==> src/rtl/pipe_pkg.sv <==
// Shared definitions for the pipeline stage registers: default widths, the
// NOP instruction word and the occupancy state encoding.
package pipe_pkg;

    localparam int          CTRL_W_DEF   = 12;
    localparam int          CNT_W_DEF    = 16;
    localparam logic [31:0] NOP_INST_DEF = 32'h0000_0000;

    typedef enum logic [1:0] {
        EMPTY = 2'd0,
        FULL  = 2'd1,
        SKID  = 2'd2
    } pipe_state_e;

endpackage

==> src/rtl/pipe_slot.sv <==
// One storage entry of a pipeline register: a valid bit plus PC/inst/ctrl payload.
// Clear wins over load; the payload is kept on clear so the PC output holds.
module pipe_slot
    import pipe_pkg::*;
#(
    parameter int CTRL_W = CTRL_W_DEF
) (
    input  logic              clk,
    input  logic              rst_n,
    input  logic              load_i,
    input  logic              clr_i,
    input  logic [31:0]       pc_i,
    input  logic [31:0]       inst_i,
    input  logic [CTRL_W-1:0] ctrl_i,
    output logic              valid_o,
    output logic [31:0]       pc_o,
    output logic [31:0]       inst_o,
    output logic [CTRL_W-1:0] ctrl_o
);

    logic              valid_q, valid_d;
    logic [31:0]       pc_q, pc_d;
    logic [31:0]       inst_q, inst_d;
    logic [CTRL_W-1:0] ctrl_q, ctrl_d;

    always_comb begin
        valid_d = valid_q;
        pc_d    = pc_q;
        inst_d  = inst_q;
        ctrl_d  = ctrl_q;
        if (clr_i) begin
            valid_d = 1'b0;
        end else if (load_i) begin
            valid_d = 1'b1;
            pc_d    = pc_i;
            inst_d  = inst_i;
            ctrl_d  = ctrl_i;
        end
    end

    always_ff @(posedge clk or negedge rst_n) begin
        if (!rst_n) begin
            valid_q <= 1'b0;
            pc_q    <= '0;
            inst_q  <= '0;
            ctrl_q  <= '0;
        end else begin
            valid_q <= valid_d;
            pc_q    <= pc_d;
            inst_q  <= inst_d;
            ctrl_q  <= ctrl_d;
        end
    end

    assign valid_o = valid_q;
    assign pc_o    = pc_q;
    assign inst_o  = inst_q;
    assign ctrl_o  = ctrl_q;

endmodule

==> src/rtl/pipe_stage_reg.sv <==
// Valid/ready pipeline stage register with flush and a saturating bubble counter.
// Define PIPE_STAGE_REG_SKID_EN for the two-slot skid version (registered in_ready_o).
module pipe_stage_reg
    import pipe_pkg::*;
#(
    parameter int          CTRL_W   = CTRL_W_DEF,
    parameter int          CNT_W    = CNT_W_DEF,
    parameter logic [31:0] NOP_INST = NOP_INST_DEF
) (
    input  logic              clk,
    input  logic              rst_n,
    input  logic              flush_i,
    input  logic              in_valid_i,
    output logic              in_ready_o,
    input  logic [31:0]       in_pc_i,
    input  logic [31:0]       in_inst_i,
    input  logic [CTRL_W-1:0] in_ctrl_i,
    output logic              out_valid_o,
    input  logic              out_ready_i,
    output logic [31:0]       out_pc_o,
    output logic [31:0]       out_inst_o,
    output logic [CTRL_W-1:0] out_ctrl_o,
    output logic [CNT_W-1:0]  bubble_cnt_o
);

    function automatic logic [CNT_W-1:0] sat_inc(input logic [CNT_W-1:0] v);
        return (v == {CNT_W{1'b1}}) ? v : v + {{(CNT_W-1){1'b0}}, 1'b1};
    endfunction

    pipe_state_e       state_q, state_d;
    logic              main_valid, main_load, main_clr;
    logic [31:0]       main_pc, main_inst, main_pc_in, main_inst_in;
    logic [CTRL_W-1:0] main_ctrl, main_ctrl_in;
    logic              in_acc, out_acc;
    logic [CNT_W-1:0]  cnt_q, cnt_d;

    assign in_acc  = in_valid_i & in_ready_o;
    assign out_acc = main_valid & out_ready_i;

`ifdef PIPE_STAGE_REG_SKID_EN
    logic              skid_valid, skid_load, skid_clr, main_from_skid;
    logic [31:0]       skid_pc, skid_inst;
    logic [CTRL_W-1:0] skid_ctrl;

    pipe_slot #(.CTRL_W(CTRL_W)) u_skid (
        .clk     (clk),
        .rst_n   (rst_n),
        .load_i  (skid_load),
        .clr_i   (skid_clr),
        .pc_i    (in_pc_i),
        .inst_i  (in_inst_i),
        .ctrl_i  (in_ctrl_i),
        .valid_o (skid_valid),
        .pc_o    (skid_pc),
        .inst_o  (skid_inst),
        .ctrl_o  (skid_ctrl)
    );

    // Ready depends only on the skid flop, so back-pressure is cut at this stage.
    assign in_ready_o   = !skid_valid;
    assign main_pc_in   = main_from_skid ? skid_pc   : in_pc_i;
    assign main_inst_in = main_from_skid ? skid_inst : in_inst_i;
    assign main_ctrl_in = main_from_skid ? skid_ctrl : in_ctrl_i;

    always_comb begin
        state_d        = state_q;
        main_load      = 1'b0;
        main_clr       = 1'b0;
        skid_load      = 1'b0;
        skid_clr       = 1'b0;
        main_from_skid = 1'b0;
        if (flush_i) begin
            main_clr = 1'b1;
            skid_clr = 1'b1;
            state_d  = EMPTY;
        end else begin
            case (state_q)
                EMPTY: if (in_acc) begin
                    main_load = 1'b1;
                    state_d   = FULL;
                end
                FULL: if (in_acc && out_acc) begin
                    main_load = 1'b1;
                end else if (in_acc) begin
                    skid_load = 1'b1;
                    state_d   = SKID;
                end else if (out_acc) begin
                    main_clr = 1'b1;
                    state_d  = EMPTY;
                end
                SKID: if (out_acc) begin
                    main_load      = 1'b1;
                    main_from_skid = 1'b1;
                    skid_clr       = 1'b1;
                    state_d        = FULL;
                end
                default: state_d = EMPTY;
            endcase
        end
    end
`else
    assign in_ready_o   = out_ready_i | !main_valid;
    assign main_pc_in   = in_pc_i;
    assign main_inst_in = in_inst_i;
    assign main_ctrl_in = in_ctrl_i;

    always_comb begin
        state_d   = state_q;
        main_load = 1'b0;
        main_clr  = 1'b0;
        if (flush_i) begin
            main_clr = 1'b1;
            state_d  = EMPTY;
        end else if (in_acc) begin
            main_load = 1'b1;
            state_d   = FULL;
        end else if (out_acc) begin
            main_clr = 1'b1;
            state_d  = EMPTY;
        end
    end
`endif

    pipe_slot #(.CTRL_W(CTRL_W)) u_main (
        .clk     (clk),
        .rst_n   (rst_n),
        .load_i  (main_load),
        .clr_i   (main_clr),
        .pc_i    (main_pc_in),
        .inst_i  (main_inst_in),
        .ctrl_i  (main_ctrl_in),
        .valid_o (main_valid),
        .pc_o    (main_pc),
        .inst_o  (main_inst),
        .ctrl_o  (main_ctrl)
    );

    // A bubble is counted when downstream is ready but we have nothing to give.
    always_comb begin
        cnt_d = cnt_q;
        if (!main_valid && out_ready_i) cnt_d = sat_inc(cnt_q);
    end

    always_ff @(posedge clk or negedge rst_n) begin
        if (!rst_n) begin
            state_q <= EMPTY;
            cnt_q   <= '0;
        end else begin
            state_q <= state_d;
            cnt_q   <= cnt_d;
        end
    end

    assign out_valid_o  = main_valid;
    assign out_pc_o     = main_pc;
    assign out_inst_o   = main_valid ? main_inst : NOP_INST;
    assign out_ctrl_o   = main_valid ? main_ctrl : '0;
    assign bubble_cnt_o = cnt_q;

endmodule

==> config.mk <==
export PLATFORM = sky130hd
export DESIGN_NAME = pipe_stage_reg
export DESIGN_NICKNAME = d
export VERILOG_FILES = /design/src/rtl/pipe_pkg.sv /design/src/rtl/pipe_slot.sv /design/src/rtl/pipe_stage_reg.sv
export SDC_FILE = /design/constraint.sdc
export NUM_CORES = 1
export LEC_CHECK = 0
export CELL_PAD_IN_SITES_DETAIL_PLACEMENT = 2
export CELL_PAD_IN_SITES_GLOBAL_PLACEMENT = 2
export CORE_ASPECT_RATIO = 1.5
export CORE_MARGIN = 4
export CORE_UTILIZATION = 30
export DETAILED_ROUTE_END_ITERATION = 12
export PLACE_DENSITY = 0.93
export SLEW_MARGIN = 20
export SYNTH_ARGS = -nofsm -noshare
export SYNTH_HDL_FRONTEND = slang
export SYNTH_HIERARCHICAL = 1
export SYNTH_SLANG_ARGS = --single-unit
==> constraint.sdc <==
create_clock -name clk -period 2.46 [get_ports clk]
set_input_delay 0.369 -clock clk [delete_from_list [all_inputs] [get_ports clk]]
set_output_delay 0.369 -clock clk [all_outputs]
set_load 0.01 [all_outputs]
==> summary.txt, run 1 <==
Placement
  – Post-DP HPWL: 9.679 mm
  – IO buf count: 174
  – Post-placement setup slack: 198.7 ps
  – Placed insts: 615
  – Routability cong.: 0.6891

Critical path
  – Worst EP arrival: 1860 ps
  – Cell class contributing the biggest share of worst-path delay: buffers and inverters
  – CP Max Fanout: 45
  – WP buf/inv: 2
  – Crit-path slowest cell: clkdlybuf4s50_1
  – Startpoint Class: register
  – Type of the worst setup path: reg -> out
  – Worst Path Required: around 2100 ps
  – Crit-path cells: buf_6 > and2_1 > clkdlybuf4s50_1
  – CP peak stage delay: 550 ps
  – Worst Setup End Kind: output port

Synthesis
  – Compound-Gate Fraction of Synth Area: 0.8361%
  – Fraction of registers with async set/reset: between 90% and 100%
  – XOR/XNOR share of the synthesized area: 2.926%
  – Mux share of post-synthesis cell area: 24.54%
  – Most common cell in the synthesized netlist: dfrtp_1
  – Largest cells by area after synthesis: dfrtp_1, mux2_4, mux2_2
  – Synth cell types: 32
  – Post-Synth Adder-Cell Area: less than 1%
  – Post-synth EDFFs: 0
  – Prevailing post-synth register cell: dfrtp_1
  – Register area share after synthesis: a little under three fifths
  – Post-Syn Area: around 0.0042 mm2
  – Cells after Synth: 287
  – Yosys reg bits: 93
  – Simple-Gate Fraction of Synth Area: 12.69%
  – Area leader, netlist: dfrtp_1
  – Area share of the largest cell type after synthesis: 55.54%
  – Largest family of logic cells by synthesized area: multiplexers
  – Synth top cells by count: dfrtp_1, and2_1, mux2_4
  – Syn Nets: 369
  – Ys Warns: 6
  – Avg Inst Size Synth: around 15 um2

Finish
  – Area grow syn2layout: 52.61%
  – Ant diodes: 0
  – Share of layout cells above drive strength 1: a little over a fifth
  – Register area: 0.002327 mm2
  – Nets@finish: around 550
  – Fin cells: 631
  – Fill cells: 1304
  – Footprint of the multi-input gates: around 0.0017 mm2

GRT
  – Largest net degree at the start of global routing: 52
  – Number of global-route vias before repair: 3544
  – Overall Global Routing Usage: approximately 17%
  – Antenna violations before repair: 0
  – Global-route wire length before repair: 20.63 mm
  – Met3 Usage GRT: 4.281%
  – Top Usage Layer GRT: met2
  – M2 GR Usage: 31.18%
  – Total global routing overflow: 0
  – Met1 Use GR: about 18%

Detailed routing
  – 1st-iter DRT viols: 74
  – DRC viols: 0
  – Antenna Nets Post-Route: 0
  – Vias/cell: about 4.6
  – DRT Pass-1 Iters: 4
  – Mean routed wirelength per cell: ~20 um
  – Vias: about 3000
  – WL final: between 10 and 15 mm

CTS
  – Clock Sinks: 93
  – CTS HTree Levels: 3
  – Post-CTS Setup Bufs: 0
  – Worst-path clk slew: 60 ps
  – Worst-case clock buffer depth: 2
  – CTS tree: yes
  – Worst-Skew Late Latency: 340 ps
  – Root buffer cell: clkbuf_16
  – # resized after CTS: 0
  – Total CTS buffers: 9
  – Hold_buf cts: 0

Pwr
  – Worst VDD drop: 0.4681 mV
  – Flop pwr share: 42.7%
  – Net Sw Power: 1329 uW
  – Clock power share: 29.8%
  – Pint: 3635 uW
  – Net Sw Frac: 26.77%
  – Static Leak: about 0.0027 uW
  – PwrDens: 776.1 mW/mm2
  – Combinational power share: 27.5%
  – Tot Pwr: around 5000 uW

STA
  – Final hold violations: 0
  – Final TNS setup: 0 ps
  – Final period util: 90.62%
  – Peak Freq: approximately 0.45 GHz
  – Post-layout min period: roughly 2200 ps
  – Fin. max-slew vios: 0
  – Skew final: 6.027 ps
  – # setup viols final: 0
  – Unrepaired setup endpoints after global routing: no
  – Relative max-transition margin: 60.24%
  – Worst Max-Slew Pin Slew: 596.4 ps
  – Final WS setup: 230.7 ps

Worst hold path
  – Hold Path Class: in -> async

Floorplanning
  – Starting Density: 30.82%
  – Full die area: 0.01596 mm2
  – Row count: 52
  – Io pins: 175
  – Die Wd: 104.5 um
  – Die height: 152.7 um
  – Area of the core: between 0.01 and 0.015 mm2

Outcome
  – Status: complete, no violations

Job
  – Max Cap Violations: 0
-- area by class of cell --
cell class / instances / share of cell area [%]
Sequential cell: 93 / 36.39
Timing Repair Buffer: 179 / 28.43
Clock inverter: 6 / 1.370
Clock buffer: 10 / 3.581
Multi-Input combinational cell: 181 / 27.06
Tap cell: 162 / 3.170
-- through the flow --
step | hold WS [ps] | cell area, um2 | utilization, %
2_1_floorplan | 73.41 | 4190 | -
3_3_place_gp | 403.0 | 6075 | 44.67
3_5_place_dp | 415.2 | 6075 | 44.67
4_1_cts | 42.54 | 6391 | 47.00
5_1_grt | 74.66 | 6395 | 47.03
6_report | 34.18 | 6395 | 47.03
-- logic make-up after synthesis --
family                   after synthesis
buffers and inverters                 13
AO/OA/AOI/OAI                          4
multiplexers                          78
adder cells (fa/ha/maj)                1
XOR/XNOR                              14
flip-flops                            93
AND/OR/NAND/NOR                       84
-- sequential cells by signal (all words and copies together) (netlist names) --
signal and flops:
bubble_cnt_o 16, u_main/ctrl_o 12, u_main/inst_o 32, u_main/valid_o 1
u_main/pc_o 32
-- placed cells by master (no fill, tap or decap), drive strengths merged --
| master | synthesis | layout |
|---|---|---|
| nor2b | 1 | 1 |
| nor2 | 4 | 4 |
| nand4 | 7 | 7 |
| and4 | 2 | 2 |
| a2111oi | 1 | 1 |
| nand2b | 4 | 4 |
| or3 | 2 | 2 |
| ha | 1 | 1 |
| mux2 | 78 | 78 |
| nor3 | 4 | 4 |
| nand2 | 7 | 7 |
| nor4 | 4 | 4 |
| nand3b | 1 | 1 |
| o21bai | 1 | 1 |
| dfrtp | 93 | 93 |
| clkinvlp | 0 | 3 |
| bufinv | 0 | 2 |
| xnor2 | 4 | 4 |
| clkbuf | 5 | 10 |
| a21oi | 1 | 1 |
| and2b | 1 | 1 |
| xor2 | 10 | 10 |
| clkdlybuf4s50 | 0 | 173 |
| and2 | 44 | 44 |
| a211oi | 1 | 1 |
| and3b | 1 | 1 |
| clkinv | 0 | 1 |
| nand3 | 2 | 2 |
| buf | 8 | 6 |
-- path summary, 6_finish.rpt --
| kind | from | endpoint | slack (ps) | cells after the start |
|---|---|---|---|---|
| worst min-delay path | rst_n | bubble_cnt_o[14]$_DFFE_PN0P_ | 30 | 1 |
| min in group clk | u_main/inst_o[31]$_DFFE_PN0P_ | u_main/inst_o[31]$_DFFE_PN0P_ | 500 | 1 |
| worst max-delay path | u_main/valid_o$_DFFE_PN0P_ | out_inst_o[24] | 230 | 3 |
| worst min register to register | u_main/inst_o[31]$_DFFE_PN0P_ | u_main/inst_o[31]$_DFFE_PN0P_ | 500 | 1 |
| worst max register to register | bubble_cnt_o[0]$_DFFE_PN0P_ | bubble_cnt_o[14]$_DFFE_PN0P_ | 580 | 5 |
| max in group asynchronous | rst_n | u_main/pc_o[5]$_DFFE_PN0P_ | 1730 | 2 |
-- power groups by stage --
stage	clock, uW	combinational (uW)	sequential [uW]
floorplan	0	542	2160
global placement	0	1320	2110
detailed placement	0	1380	2150
CTS	1540	1400	2130
global route	1610	1450	2180
finish	1480	1370	2120
-- metal layers --
| layer | share of wire, % | up-vias |
|---|---|---|
| li1 | - | 1335 |
| met1 | 36 | 1479 |
| met2 | 56 | 103 |
| met3 | 5.5 | 16 |
| met4 | 2.2 | 0 |
| met5 | 0 | - |
Note: power is estimated with default switching activity, not from simulation.
==> inputs of run 2 (changes only) <==
--- a/config.mk
+++ b/config.mk
@@ -11,6 +11,7 @@
 export CORE_MARGIN = 4
 export CORE_UTILIZATION = 30
 export DETAILED_ROUTE_END_ITERATION = 12
+export GPL_ROUTABILITY_DRIVEN = 0
 export PLACE_DENSITY = 0.93
 export SLEW_MARGIN = 20
 export SYNTH_ARGS = -nofsm -noshare
==> constraint.sdc (replaced) <==
create_clock -name clk -period 2.46 [get_ports clk]
set_input_delay 0.492 -clock clk [delete_from_list [all_inputs] [get_ports clk]]
set_output_delay 0.492 -clock clk [all_outputs]
set_load 0.01 [all_outputs]
==> summary.txt, run 2 (same netlist as run 1, synthesis figures left out) <==
Critical path
  – Worst R2R Path Depth: 4
  – Worst R2R Start: u_main/valid_o$_DFFE_PN0P_
  – Worst Path Required: 1970 ps
  – Worst setup startpoint: u_main/valid_o$_DFFE_PN0P_
  – Worst EP arrival: 1820 ps
  – Crit-path cells: buf_12 > and2_1 > clkdlybuf4s50_1
  – CP peak stage delay: about 600 ps
  – Worst Setup End Kind: output port
  – FF-to-FF End: bubble_cnt_o[15]$_DFFE_PN0P_
  – Startpoint Class: register
  – Crit-path slowest cell: clkdlybuf4s50_1
  – Type of the worst setup path: reg -> out
  – CP Max Fanout: 44
  – R2R Setup Slk: between 500 and 600 ps

Pwr
  – Clock power share: a little under a third
  – Pint: 3669 uW
  – Static Leak: around 0.0027 uW
  – Combinational power share: 27.2%
  – Tot Pwr: 5017 uW
  – Net Sw Frac: a little over a quarter
  – Worst VDD drop: 0.4202 mV
  – PwrDens: about 780 mW/mm2
  – Net Sw Power: approximately 1300 uW
  – Flop pwr share: between 40% and 50%

STA
  – Skew final: a little under 10 ps
  – Unrepaired setup endpoints after global routing: no
  – Relative max-transition margin: 66.90%
  – Worst Max-Slew Pin Slew: 496.5 ps
  – Final hold violations: 0
  – # setup viols final: 0
  – Peak Freq: 0.4316 GHz
  – Post-layout min period: 2317 ps
  – Final TNS setup: 0 ps
  – Final hold slack: 150.0 ps
  – Final period util: between 90% and 100%
  – Fin. max-slew vios: 0

Detailed routing
  – WL met3: 775 um
  – Max layer used: met4
  – DRC viols: 0
  – WL final: 13.10 mm
  – Met1 WL: 4.592 mm
  – Antenna Nets Post-Route: 0
  – 1st-iter DRT viols: 47
  – Mean routed wirelength per cell: just over 20 um
  – DRT Pass-1 Iters: 3
  – Vias: 2993
  – DR WL met2: between 7 and 8 mm
  – Vias/cell: 4.728

Floorplanning
  – Io pins: 175
  – Die Wd: about 100 um
  – Area of the core: 0.01360 mm2
  – Starting Density: around 31%
  – Full die area: 0.01596 mm2
  – Die height: approximately 150 um
  – Row count: 52

Finish
  – Commonest non-fill, non-tap cell in the layout: clkdlybuf4s50_1
  – Nets@finish: 547
  – Most frequent cells in the layout: clkdlybuf4s50_1, dfrtp_1, and2_1
  – Cell area after layout: 0.006424 mm2
  – Share of layout cells above drive strength 1: between 20 and 25%
  – Area grow syn2layout: 53.30%

GRT
  – Global-route wire length before repair: 20.76 mm
  – Total global routing overflow: 0
  – Antenna violations before repair: 1
  – Overall Global Routing Usage: 16.67%
  – Number of global-route vias before repair: 3582
  – Largest net degree at the start of global routing: 57

CTS
  – # resized after CTS: 0
  – Clock Sinks: 93
  – Worst-case clock buffer depth: 2
  – Worst-path clk slew: 70 ps
  – CTS tree: yes
  – Worst-Skew Late Latency: 340 ps
  – Root buffer cell: clkbuf_16
  – CTS HTree Levels: 3
  – Post-CTS Setup Bufs: 0
  – Hold_buf cts: 0
  – Total CTS buffers: 9

Placement
  – Post-DP HPWL: 9.693 mm
  – Dpl cell area: 0.006095 mm2
  – IO buf count: 174

Job
  – Max Cap Violations: 0

Worst hold path
  – Hold Path Class: in -> async

Outcome
  – Status: complete, no violations
run 2: changes by cell type in the layout (fill, tap and decap cells not counted):
cell        previous run  this run
buf_4                  2         3
buf_6                  1         0
clkinvlp_4             3         2
clkbuf_8               0         1
diode_2                0         1
clkinv_4               0         1
clkinv_2               1         0
buf_12                 3         4
run 2: cell type report:
type	count	area (um2)
antenna	1	2.502
tap	162	202.7
clock inverter	5	83.83
timing repair buffer	180	1834
fill	1341	7174
sequential	93	2327
clock buffer	11	242.7
multi-input combinational	181	1730
run 2: worst max-delay path: cells and delay by family, from the launching register on:
family	cells	cell delay, ps
AND/OR/NAND/NOR	1	160
flip-flops	1	490
buffers and inverters	2	820
run 2: metrics by stage:
step	setup WS, ps	std cells	util, %
global placement	141.8	616	44.82
finish	143.1	633	47.24
floorplan	624.1	287	-
detailed placement	72.08	616	44.82
global route	52.49	633	47.24
CTS	111.5	632	47.22
run 2: how the worst max path moves through the flow:
stage	to	slack, ps	cells after the start
floorplan	u_main/inst_o[19]$_DFFE_PN0P_	620	7
global route	out_inst_o[25]	50	3
finish	out_inst_o[25]	140	3
detailed placement	u_main/inst_o[7]$_DFFE_PN0P_	70	6
CTS	out_inst_o[25]	110	3
global placement	u_main/inst_o[13]$_DFFE_PN0P_	140	6
run 2: power by group through the flow:
stage                     registers [uW]  logic, uW  clock network (uW)
after floorplan                     2160        542                   0
after global placement              2110       1330                   0
after detailed placement            2150       1380                   0
after CTS                           2130       1400                1580
after global routing                2170       1460                1660
final                               2120       1360                1530
run 2: metal layers:
metal	vias to the layer above	track usage [%]
li1	1336	-
met1	1542	17.09
met2	103	32.41
met3	12	4.324
met4	0	5.196
met5	-	0
==> inputs of run 3 (changes only) <==
--- a/config.mk
+++ b/config.mk
@@ -11,7 +11,6 @@
 export CORE_MARGIN = 4
 export CORE_UTILIZATION = 30
 export DETAILED_ROUTE_END_ITERATION = 12
-export GPL_ROUTABILITY_DRIVEN = 0
 export PLACE_DENSITY = 0.93
 export SLEW_MARGIN = 20
 export SYNTH_ARGS = -nofsm -noshare
==> results of run 3 <==
No change in the layout: final DEF, timing and power equal those of run 2.
